<file path="src/rtl/controller_pkg.sv">
// Shared opcode encodings and the packed control word for the instruction-decode
// control unit. Used by controller_decode and controller.
package controller_pkg;

  typedef logic [5:0] opcode_t;

  localparam opcode_t OP_RTYPE = 6'b000000;
  localparam opcode_t OP_J     = 6'b000010;
  localparam opcode_t OP_BEQ   = 6'b000100;
  localparam opcode_t OP_BNE   = 6'b000101;
  localparam opcode_t OP_ADDI  = 6'b001000;
  localparam opcode_t OP_SLTI  = 6'b001010;
  localparam opcode_t OP_ANDI  = 6'b001100;
  localparam opcode_t OP_ORI   = 6'b001101;
  localparam opcode_t OP_LW    = 6'b100011;
  localparam opcode_t OP_SW    = 6'b101011;

  // One bit per registered control strobe, MSB first in port order.
  typedef struct packed {
    logic reg_dst;
    logic alu_op;
    logic alu_zero;
    logic alu_src;
    logic branch;
    logic mem_read;
    logic mem_to_reg;
    logic reg_write;
    logic pc_src;
    logic mem_write;
  } ctrl_word_t;

  localparam ctrl_word_t CTRL_NONE = '0;

  // Datapath-level consistency rules every decoded word must satisfy.
  function automatic logic ctrl_legal(input ctrl_word_t c);
    logic ok;
    ok = 1'b1;
    if (c.mem_read && c.mem_write) ok = 1'b0;
    if (c.mem_to_reg && !c.mem_read) ok = 1'b0;
    if (c.pc_src && c.reg_write) ok = 1'b0;
    return ok;
  endfunction

endpackage

</file>
<file path="src/rtl/controller_decode.sv">
// Purely combinational opcode-to-control-word decoder.
// Jump (j) decode is only present when CONTROLLER_JUMP_EN is defined.
module controller_decode
  import controller_pkg::*;
(
  input  logic [31:0] instruction,
  output ctrl_word_t  ctrl
);

  opcode_t opcode;
  logic    is_nop;

  assign opcode = instruction[31:26];
  assign is_nop = (instruction == 32'h0000_0000);

  always_comb begin
    ctrl = CTRL_NONE;
    case (opcode)
      OP_RTYPE: begin
        // The all-zero word shares the R-type opcode but must stay inert.
        if (!is_nop) begin
          ctrl.reg_dst   = 1'b1;
          ctrl.alu_op    = 1'b1;
          ctrl.reg_write = 1'b1;
        end
      end
      OP_LW: begin
        ctrl.alu_src    = 1'b1;
        ctrl.mem_read   = 1'b1;
        ctrl.mem_to_reg = 1'b1;
        ctrl.reg_write  = 1'b1;
      end
      OP_SW: begin
        ctrl.alu_src   = 1'b1;
        ctrl.mem_write = 1'b1;
      end
      OP_BEQ: begin
        ctrl.branch   = 1'b1;
        ctrl.alu_zero = 1'b1;
        ctrl.pc_src   = 1'b1;
      end
      OP_BNE: begin
        ctrl.branch = 1'b1;
        ctrl.pc_src = 1'b1;
      end
      OP_ADDI, OP_ANDI, OP_ORI, OP_SLTI: begin
        ctrl.alu_src   = 1'b1;
        ctrl.reg_write = 1'b1;
      end
`ifdef CONTROLLER_JUMP_EN
      OP_J: begin
        ctrl.pc_src = 1'b1;
      end
`endif
      default: ctrl = CTRL_NONE;
    endcase
  end

endmodule

</file>
<file path="src/rtl/controller.sv">
// Instruction-decode control unit: registers the decoded control word one clock
// after the instruction is presented. Optional j support via CONTROLLER_JUMP_EN.
module controller
  import controller_pkg::*;
(
  input  logic        Clk,
  input  logic        Rst,
  input  logic [31:0] Instruction,
  output logic        RegDst,
  output logic        ALUOp,
  output logic        ALUZero,
  output logic        ALUSrc,
  output logic        Branch,
  output logic        MemRead,
  output logic        MemtoReg,
  output logic        RegWrite,
  output logic        PCSrc,
  output logic        MemWrite
);

  ctrl_word_t dec_ctrl;
  ctrl_word_t ctrl_d;
  ctrl_word_t ctrl_q;

  controller_decode u_decode (
    .instruction (Instruction),
    .ctrl        (dec_ctrl)
  );

  always_comb begin
    ctrl_d = dec_ctrl;
  end

  // Reset wins over decode, so a pending instruction is simply dropped.
  always_ff @(posedge Clk) begin
    if (Rst) ctrl_q <= CTRL_NONE;
    else     ctrl_q <= ctrl_d;
  end

  assign RegDst   = ctrl_q.reg_dst;
  assign ALUOp    = ctrl_q.alu_op;
  assign ALUZero  = ctrl_q.alu_zero;
  assign ALUSrc   = ctrl_q.alu_src;
  assign Branch   = ctrl_q.branch;
  assign MemRead  = ctrl_q.mem_read;
  assign MemtoReg = ctrl_q.mem_to_reg;
  assign RegWrite = ctrl_q.reg_write;
  assign PCSrc    = ctrl_q.pc_src;
  assign MemWrite = ctrl_q.mem_write;

`ifndef SYNTHESIS
  a_ctrl_legal: assert property (@(posedge Clk) ctrl_legal(ctrl_q));
`endif

endmodule

</file>
<file path="config.mk">
export PLATFORM = sky130hd
export DESIGN_NAME = controller
export DESIGN_NICKNAME = d
export VERILOG_FILES = /design/src/rtl/controller_pkg.sv /design/src/rtl/controller_decode.sv /design/src/rtl/controller.sv
export SDC_FILE = /design/constraint.sdc
export NUM_CORES = 1
export LEC_CHECK = 0
export CAP_MARGIN = 10
export CORE_MARGIN = 10
export CORE_UTILIZATION = 22
export CTS_BUF_LIST = sky130_fd_sc_hd__clkbuf_8
export CTS_CLUSTER_DIAMETER = 60
export DETAILED_ROUTE_END_ITERATION = 8
export PLACE_DENSITY = 0.76
export SYNTH_ARGS = -nofsm -noshare
export SYNTH_HDL_FRONTEND = slang
export SYNTH_SLANG_ARGS = --single-unit
</file>
<file path="constraint.sdc">
create_clock -name Clk -period 1.1 [get_ports Clk]
set_clock_uncertainty 0.05 [all_clocks]
set_input_delay 0.165 -clock Clk [delete_from_list [all_inputs] [get_ports Clk]]
set_output_delay 0.165 -clock Clk [all_outputs]
set_load 0.005 [all_outputs]
</file>
### Word-level counts from Yosys, hierarchy flattened

Cells that the tools add are included.
Widths: inputs -> output; s select.

* reduce and logical (&&, ||, !) cells: 6
* bitwise logic cells: 1
* equality and inequality tests: 8
* mux-type cells: 8

Operator list (number)
* $logic_not 32->1: 1
* $eq 6x4->1 const B: 4
* $eq 6x3->1 const B: 2
* $eq 6x6->1 const B: 2
* $logic_not 6->1: 1
* $reduce_or 6->1: 1
* $mux 1: 5
* $reduce_or 5->1: 1
* $mux 2: 2
* $reduce_or 2->1: 2
* $pmux 1 s2: 1
* $not 1->1: 1

* logic and storage cells: 32
* output and inout bits: 10
* input bits: 34
* flip-flop bits (word level): 9

### Depth between registers and ports, before layout

Gate-level depths: netlist (run 1).

* word-level depth: 3
* gate-level depth with buffers: 4
* gate-level depth less buffers: 4

### Hierarchy

From an unflattened synthesis (run 1), not the netlist that was laid out.

* cell total of the unflattened synthesis: 47
* area, all modules: 436.7 um^2

Modules (own cells, without submodules)
* controller: cells an instance 20, area an instance 262.8 um^2, seq. area each 200.2 um^2, times used 1
* controller_decode: cells an instance 27, area an instance 173.9 um^2, seq. area each 0.0 um^2, times used 1

### Least setup slack after synthesis (run 1)

No wires, ideal clock.

* path kind: input port to flip-flop
* start: input Instruction[5]
* end: register ctrl_q (netlist bit RegWrite)
* path buffers: 0
* arrival time: 0.914 ns
* library setup time: 0.120 ns
* setup slack: 0.016 ns
* cell stages on the path: 4
* required time: 0.930 ns
* cells stage by stage: nor4_1 > nand4_1 > o211a_1 > o21bai_2

* word-level cells in the longest chain between the ends: 3

Ends and longest elaborated chain
* from (decl): RTL line controller.sv:8 `input logic [31:0] Instruction,`
* $logic_not 32->1: RTL line controller_decode.sv:14 `assign is_nop = (instruction == 32'h0000_0000);`
* $mux 1: RTL line controller_decode.sv:21 `if (!is_nop) begin`
* $pmux 1 s2: RTL line controller_decode.sv:18 `case (opcode)`
* to (signal assigned): RTL line controller.sv:37 `else ctrl_q <= ctrl_d;`
* to (decl): RTL line controller.sv:23 `ctrl_word_t ctrl_q;`

Every way passes these cells.
A chain may end at the register's enable or synchronous reset.

### Worst setup path after layout (run 1)

* start: input Instruction[12]
* end: register ctrl_q (netlist bit RegWrite)

Same word-level chain as after synthesis.

==> results.sh, run 1 <==
export IMPL_p_leak_nw=0.4398
export IMPL_synth_cell_types=18
export IMPL_finalSetupViolations=1
export IMPL_first_pass_iters=4
export IMPL_crit_chain="dlygate4sd2_1, nor4_1, nand4_1, o211a_1, o21bai_4"
export IMPL_critPathKind="primary input to flop"
export IMPL_violations="negative setup slack"
export IMPL_grt_pass1_vias=576
export IMPL_grt_pass1_wl_mm=2.408
export IMPL_drv_slew=0
export IMPL_antenna_found_initial=0
export IMPL_grt_busiest_layer="met2"
export IMPL_syn_num_nets=68
export IMPL_synth_area_um2=317.8
export IMPL_final_antenna_net_count=0
export IMPL_nFillCells=120
export IMPL_grt_max_degree=5
export IMPL_fin_ws_ps=-16.64
export IMPL_fp_dieW_um=58.01
export IMPL_status="complete, but fails checks"
export IMPL_ys_ff_latch=7
export IMPL_worst_setup_path_start_kind="primary input"
export IMPL_fin_crit_sh=1.015
export IMPL_cts_hold_buf=0
export IMPL_yosys_warnings=0
export IMPL_fp_row_count=13
export IMPL_ir_drop_uv=586.7
export IMPL_slowest_delay_ps=250
export IMPL_tritoncts="built"
export IMPL_p_per_area_mw_per_mm2=877.8
export IMPL_htreeDepth=1
export IMPL_antennaDiodeCount=0
export IMPL_clock_sinks=7
export IMPL_vias_per_cell=4.696
export IMPL_max_freq_mhz=895.5
export IMPL_use_met3=0.1198
export IMPL_track_usage=0.09265
export IMPL_num_vias=479
export IMPL_hpwlAfterDp_mm=1.364
export IMPL_finalCriticalPeriod_ps=1117
export IMPL_hold_viol=0
export IMPL_worst_path_max_delay_cell="o211a_1"
export IMPL_final_setup_tns_ps=-16.64
export IMPL_grt_use_met2=0.1580
export IMPL_cts_made_buffers=3
export IMPL_drt_iter0_markers=3
export IMPL_wl_mm=1.640
export IMPL_core_area_mm2=0.001334
export IMPL_drive_gt1_frac=0.3333
export IMPL_route_detailed_drc=0
export IMPL_syn_inst=34
export IMPL_slew_limit_headroom=0.8139
export IMPL_place_gp_congestion=0.7244
export IMPL_cp_required_ps=1160
export IMPL_start_util=0.2383
export IMPL_layout_area_overhead_vs_synth_pct=168.5
export IMPL_ios=44
export IMPL_cts_root_buf="clkbuf_8"
export IMPL_max_slew_worst_pin_slew_ps=276.5
export IMPL_synth_seq_area_share=0.4409
export IMPL_clk_pin_slew_ps=40
export IMPL_final_util=0.6398
export IMPL_endpoint_kind="flop"
export IMPL_die_h_um=58.01
export IMPL_portBuffers=43
export IMPL_worstPathMaxFanout=2
export IMPL_synth_area_per_cell_um2=9.347
export IMPL_crit_arrival_ps=1170
export IMPL_min_path_type="primary input to flop"
export IMPL_wl_per_cell_um=16.08
export IMPL_drv_cap=0
export IMPL_die_area_mm2=0.003365
export IMPL_final_net_count=122
export IMPL_grt_overflow=0
export IMPL_met1_usage=0.05562
export IMPL_cts_buffer_depth=2
==> metrics by stage <==
stage	hold slack (ps)	cell area, um^2	instances	setup slack (ps)	power, mW
floorplan	186.6	317.8	34	15.96	0.2846
global placement	790.3	797.0	96	-521.6	0.4306
detailed placement	807.1	797.0	96	-545.5	0.4342
CTS	301.2	840.8	100	-85.45	0.7513
global route	201.3	853.3	102	-24.75	0.7886
finish	189.1	853.3	102	-16.64	0.7491
==> sequential cells by signal, indices dropped and copies added, names as in the netlist <==
register  flops
PCSrc         1
RegWrite      1
ALUSrc        1
MemWrite      1
ALUZero       1
MemRead       1
ALUOp         1
==> synthesized netlist by cell type <==
master	instances	area share
nor3_1	2	0.031
a21oi_1	1	0.016
nand4b_1	1	0.028
or3_1	1	0.020
buf_4	3	0.071
nor2b_1	1	0.020
nor4_1	7	0.14
dfxtp_1	7	0.44
inv_1	1	0.012
o211a_1	1	0.031
nor2_1	2	0.024
mux2_1	1	0.035
o21a_1	1	0.024
nand4_1	1	0.020
o21bai_2	1	0.035
nand3_1	1	0.016
and2_1	1	0.020
or2_1	1	0.020
==> cells by family (layout without fill, tap and decap cells) <==
family	after synthesis	in the layout	share of synthesized area
flops	7	7	0.4409
compound gates	4	4	0.1063
simple gates	18	18	0.3347
mux	1	1	0.03543
buf+inv	4	57	0.08266
==> critical path: cells and delay by family <==
family                 cells  cell delay (ps)
AO/OA/AOI/OAI              2              410
AND/OR/NAND/NOR            2              350
buffers and inverters      1              240
==> cell type report <==
cell class | count | area (um^2) | share of cell area
well taps | 15 | 18.77 | 0.02199
multi-input cells | 23 | 202.7 | 0.2375
clock inverters | 1 | 3.754 | 0.004399
repair buffers | 52 | 442.9 | 0.5191
flip-flops and latches | 7 | 140.1 | 0.1642
clock buffers | 3 | 41.29 | 0.04839
inverters | 1 | 3.754 | 0.004399
==> cell usage in the layout (no fill, tap or decap) <==
cell / Yosys / routed
nor2b_1: 1 / 1
a21oi_2: 0 / 1
nor4_2: 0 / 5
dfxtp_1: 7 / 7
o21a_1: 1 / 1
dlygate4sd2_1: 0 / 18
buf_2: 0 / 1
clkbuf_8: 0 / 3
clkdlybuf4s15_1: 0 / 14
nand3_1: 1 / 1
buf_4: 3 / 9
nand4_1: 1 / 1
o21bai_4: 0 / 1
nor2_1: 2 / 2
inv_1: 1 / 2
nand4b_1: 1 / 1
or3_4: 0 / 1
o211a_1: 1 / 1
clkbuf_2: 0 / 7
nor4_1: 7 / 2
or2_1: 1 / 1
mux2_4: 0 / 1
dlymetal6s2s_1: 0 / 3
nor3_1: 2 / 2
and2_1: 1 / 1
==> path summary, 6_finish.rpt <==
kind | startpoint | end | cells after the start
max | Instruction[12] | RegWrite$_SDFF_PP0_ | 5
min | Instruction[26] | ALUZero$_SDFF_PP0_ | 3
==> layer usage <==
layer	up-vias	share of wire
met1	203	0.26
met2	40	0.48
met5	-	0
li1	234	-
met4	0	0.014
met3	2	0.24
==> where the power goes <==
part	switching [mW]	internal [mW]	total (mW)
clock network	0.0976	0.240	0.338
registers	0.000738	0.258	0.259
logic	0.0511	0.101	0.152
total	0.149	0.600	0.749
==> what timing repair did <==
| action | in CTS | in global routing |
|---|---|---|
| buffers inserted | 0 | 2 |
| endpoints found under the hold margin | 0 | 0 |
| gates resized for setup | 55 | 28 |
| pin swaps | 14 | 14 |
| endpoints found under the setup margin | 16 | 5 |
No activity file was read; power rests on OpenSTA's default activity.
==> run 2, diff against run 1 <==
- clock period: 1.1 -> 1 ns (I/O delays scaled with it)
==> run 2 against run 1 <==
Compared with the run above: the flow still finishes with violations (negative setup slack); sequential share of layout area increased by 0.89 points; hold slack got worse by 21 ps; clock power increased by 14%; critical path depth unchanged; non-clock buffer count decreased by 1; sequential power increased by 10%; final area decreased by 5.1%; global-route usage increased by 0.35 points; power increased by 11%; highest routed layer is now met3.
==> results.sh, run 2 (same netlist as run 1, synthesis figures left out) <==
export IMPL_endpoint_kind="flop"
export IMPL_place_ws_ps=-610.8
export IMPL_violations="negative setup slack"
export IMPL_cp_required_ps=1110
export IMPL_whs_path_depth=3
export IMPL_drv_cap=0
export IMPL_status="complete, but fails checks"
export IMPL_finalSetupViolations=1
export IMPL_grt_pass1_vias=547
export IMPL_min_path_type="primary input to flop"
export IMPL_ir_drop_uv=424.5
export IMPL_worst_setup_path_start_kind="primary input"
export IMPL_final_antenna_net_count=0
export IMPL_final_cell_mix="15 x clkbuf_2, 14 x clkdlybuf4s15_1, 8 x dlygate4sd2_1, 8 x buf_4, 7 x dfxtp_1"
export IMPL_dp_cells=96
export IMPL_die_area_mm2=0.003365
export IMPL_clk_pin_slew_ps=40
export IMPL_drt_iter0_markers=2
export IMPL_cts_made_buffers=3
export IMPL_fin_cells=101
export IMPL_fin_crit_sh=1.017
export IMPL_finalCriticalPeriod_ps=1017
export IMPL_route_detailed_drc=0
export IMPL_p_leak_nw=0.3834
export IMPL_clock_sinks=7
export IMPL_worstPathMaxFanout=2
export IMPL_track_usage=0.09615
export IMPL_stdcell_area_um2=809.5
export IMPL_htreeDepth=1
export IMPL_ios=44
export IMPL_grt_pass1_wl_mm=2.525
export IMPL_hold_ws_ps=168.4
export IMPL_final_setup_tns_ps=-16.64
export IMPL_die_h_um=58.01
export IMPL_slew_limit_headroom=0.8373
export IMPL_layout_area_overhead_vs_synth_pct=154.7
export IMPL_first_pass_iters=2
export IMPL_placed_area_um2=803.3
export IMPL_final_common_cell="clkbuf_2"
export IMPL_p_per_area_mw_per_mm2=1031
export IMPL_num_vias=472
export IMPL_start_util=0.2383
export IMPL_drv_slew=0
export IMPL_hold_end="ALUZero$_SDFF_PP0_"
export IMPL_crit_arrival_ps=1130
export IMPL_tritoncts="built"
export IMPL_antenna_found_initial=0
export IMPL_final_util=0.6069
export IMPL_hold_viol=0
export IMPL_vias_per_cell=4.673
export IMPL_critPathKind="primary input to flop"
export IMPL_max_slew_worst_pin_slew_ps=241.9
export IMPL_rsz0062_at_grt="true"
export IMPL_grt_overflow=0
export IMPL_cts_root_buf="clkbuf_8"
export IMPL_cts_buffer_depth=2
export IMPL_fin_ws_ps=-16.64
export IMPL_wl_mm=1.616
export IMPL_portBuffers=43
export IMPL_max_freq_mhz=983.6
export IMPL_final_net_count=121
export IMPL_grt_max_degree=5
export IMPL_crit_start="Instruction[28]"
export IMPL_core_area_mm2=0.001334
export IMPL_fin_total_pwr_uw=834.8
export IMPL_antennaDiodeCount=0
export IMPL_wl_per_cell_um=16.00
export IMPL_min_from="Instruction[26]"
export IMPL_fp_row_count=13
export IMPL_drive_gt1_frac=0.5000
export IMPL_fp_dieW_um=58.01
export IMPL_place_gp_congestion=0.7241
[run 2: cell types whose count changed in the layout (fill, tap and decap cells not counted)]
| cell | change |
|---|---|
| buf_6 | +1 |
| dlymetal6s2s_1 | -3 |
| nor4_4 | +1 |
| and2_4 | +1 |
| dlygate4sd2_1 | -10 |
| and2_1 | -1 |
| nor4_1 | -1 |
| clkbuf_2 | +8 |
| buf_4 | -1 |
| buf_2 | +4 |
[run 2: where the power goes]
group	switching (mW)	internal, mW
registers	0.00115	0.284
clock network	0.122	0.265
logic	0.0601	0.102
[run 2: routing by layer]
layer / GRT usage / up-vias / routed length [um]
li1: - / 232 / -
met1: 0.07721 / 214 / 538
met2: 0.1794 / 26 / 850
met3: 0.06754 / 0 / 227
met4: 0.03020 / 0 / 0
met5: 0 / - / 0
[run 2: how the worst max path moves through the flow]
stage / end / cells past startpoint / slack [ps]
finish: RegWrite$_SDFF_PP0_ / 5 / -20
global route: RegWrite$_SDFF_PP0_ / 5 / -60
CTS: RegWrite$_SDFF_PP0_ / 5 / -60
detailed placement: RegWrite$_SDFF_PP0_ / 5 / -610
global placement: RegWrite$_SDFF_PP0_ / 5 / -610
floorplan: RegWrite$_SDFF_PP0_ / 4 / -70
[run 2: critical path, stage by stage]
cell and delay, ps:
buf_2 110, mux2_4 290, or3_4 340, o21a_1 140, o21bai_4 100
[run 2: final cells by class]
cell class | instances | area (um^2)
timing repair buffer | 51 | 381.6
clock buffer | 3 | 41.29
multi-input combinational | 23 | 220.2
fill | 133 | 524.3
tap | 15 | 18.77
clock inverter | 1 | 3.754
sequential | 7 | 140.1
inverter | 1 | 3.754
[run 2: what timing repair did]
action,CTS,global route
pin swaps,15,11
hold buffers,0,0
gates resized for setup,84,31
setup endpoints to repair,17,9
buffers inserted,1,0
==> run 3, diff against run 2 <==
- CTS_CLUSTER_DIAMETER: 60 -> not set
- MAX_ROUTING_LAYER: not set -> met4
==> run 3 against run 2 <==
Compared with the run above: the flow still finishes with violations (negative setup slack); final area stayed put; global-route usage is 0.27 points higher; hold slack unchanged; power barely moved; clock power is essentially flat; sequential power about the same; core utilization did not move; critical path type unchanged; highest routed layer unchanged.
==> results.sh, run 3 (same netlist as run 1, synthesis figures left out) <==
export IMPL_final_setup_tns_ps=-16.64
export IMPL_vias_per_cell=4.673
export IMPL_final_common_cell="clkbuf_2"
export IMPL_endpoint_kind="flop"
export IMPL_cp_required_ps=1110
export IMPL_wl_per_cell_um=16.00
export IMPL_violations="negative setup slack"
export IMPL_stdcell_area_um2=809.5
export IMPL_fin_ws_ps=-16.64
export IMPL_rsz0062_at_grt="true"
export IMPL_clk_pin_slew_ps=40
export IMPL_portBuffers=43
export IMPL_num_vias=472
export IMPL_status="complete, but fails checks"
export IMPL_placed_area_um2=803.3
export IMPL_cts_made_buffers=3
export IMPL_p_int_uw=651.5
export IMPL_p_leak_nw=0.3834
export IMPL_place_gp_congestion=0.7327
export IMPL_hold_viol=0
export IMPL_start_util=0.2383
export IMPL_fin_total_pwr_uw=834.8
export IMPL_crit_arrival_ps=1130
export IMPL_drv_slew=0
export IMPL_finalCriticalPeriod_ps=1017
export IMPL_cts_root_buf="clkbuf_8"
export IMPL_final_cell_mix="15 x clkbuf_2, 14 x clkdlybuf4s15_1, 8 x dlygate4sd2_1, 8 x buf_4, 7 x dfxtp_1"
export IMPL_max_slew_worst_pin_slew_ps=241.9
export IMPL_final_net_count=121
export IMPL_max_freq_mhz=983.6
export IMPL_clock_sinks=7
export IMPL_nFillCells=133
export IMPL_seq_area_um2=140.1
export IMPL_worst_setup_path_start_kind="primary input"
export IMPL_first_pass_iters=2
export IMPL_dp_cells=96
export IMPL_p_sw_frac=0.2195
export IMPL_slew_limit_headroom=0.8373
export IMPL_drive_gt1_frac=0.5000
export IMPL_drt_iter0_markers=2
export IMPL_fp_row_count=13
export IMPL_htreeDepth=1
export IMPL_fp_dieW_um=58.01
export IMPL_fin_crit_sh=1.017
export IMPL_die_h_um=58.01
export IMPL_route_detailed_drc=0
export IMPL_wl_mm=1.616
export IMPL_fin_cells=101
export IMPL_grt_pass1_vias=547
export IMPL_final_antenna_net_count=0
export IMPL_cts_buffer_depth=2
export IMPL_critPathKind="primary input to flop"
export IMPL_grt_overflow=0
export IMPL_min_path_type="primary input to flop"
export IMPL_final_util=0.6069
export IMPL_antennaDiodeCount=0
export IMPL_power_share_clock=0.464
export IMPL_drv_cap=0
export IMPL_p_switching_uw=183.2
export IMPL_track_usage=0.09888
export IMPL_finalSetupViolations=1
export IMPL_grt_pass1_wl_mm=2.525
export IMPL_ios=44
export IMPL_multiInputGateArea_um2=220.2
export IMPL_cts_hold_buf=0
export IMPL_combinationalPowerShare=0.194
export IMPL_antenna_found_initial=0
export IMPL_die_area_mm2=0.003365
export IMPL_tritoncts="built"
export IMPL_ir_drop_uv=424.5
export IMPL_grt_max_degree=5
export IMPL_core_area_mm2=0.001334
export IMPL_power_frac_seq=0.342
export IMPL_worstPathMaxFanout=2
export IMPL_layout_area_overhead_vs_synth_pct=154.7
export IMPL_p_per_area_mw_per_mm2=1031
## run 3: cell counts in the layout (fill, tap and decap cells not counted)
No cell type changed its count.
## run 3: worst paths after layout
| check | start | endpoint | slack [ps] | cells after the start |
|---|---|---|---|---|
| max | Instruction[28] | RegWrite$_SDFF_PP0_ | -20 | 5 |
| min | Instruction[26] | ALUZero$_SDFF_PP0_ | 170 | 3 |
## run 3: what timing repair did
item	4_1_cts	5_1_grt
setup buffers	1	0
setup endpoints to repair	17	9
pin swaps	15	11
gates resized for setup	84	31
## run 3: metal layers
metal	vias up	wire length (um)	track usage
met1	214	612	0.08824
met5	-	0	-
met3	0	154	0.04793
li1	232	-	-
met4	0	0	0.03020
met2	26	850	0.1794
## run 3: cell type report
class | instances | share of cell area
tap | 15 | 0.02318
clock inverter | 1 | 0.004637
multi-input combinational | 23 | 0.2720
timing repair buffer | 51 | 0.4714
sequential | 7 | 0.1731
inverter | 1 | 0.004637
clock buffer | 3 | 0.05100
## run 3: critical path, stage by stage
cell and delay, ps:
buf_2 110, mux2_4 290, or3_4 340, o21a_1 140, o21bai_4 100
## run 3: power by group through the flow
stage / Combinational, mW / Sequential (mW) / Clock, mW
finish: 0.162 / 0.285 / 0.387
global route: 0.176 / 0.285 / 0.416
CTS: 0.165 / 0.285 / 0.397
detailed placement: 0.191 / 0.290 / 0
global placement: 0.187 / 0.290 / 0
floorplan: 0.0234 / 0.290 / 0
## run 3: through the flow
stage	hold WS (ps)	setup slack (ps)
after floorplan	171.6	-67.24
final	168.4	-16.64
after detailed placement	784.4	-610.8
after CTS	168.3	-61.85
after global routing	193.3	-61.92
after global placement	785.4	-606.1
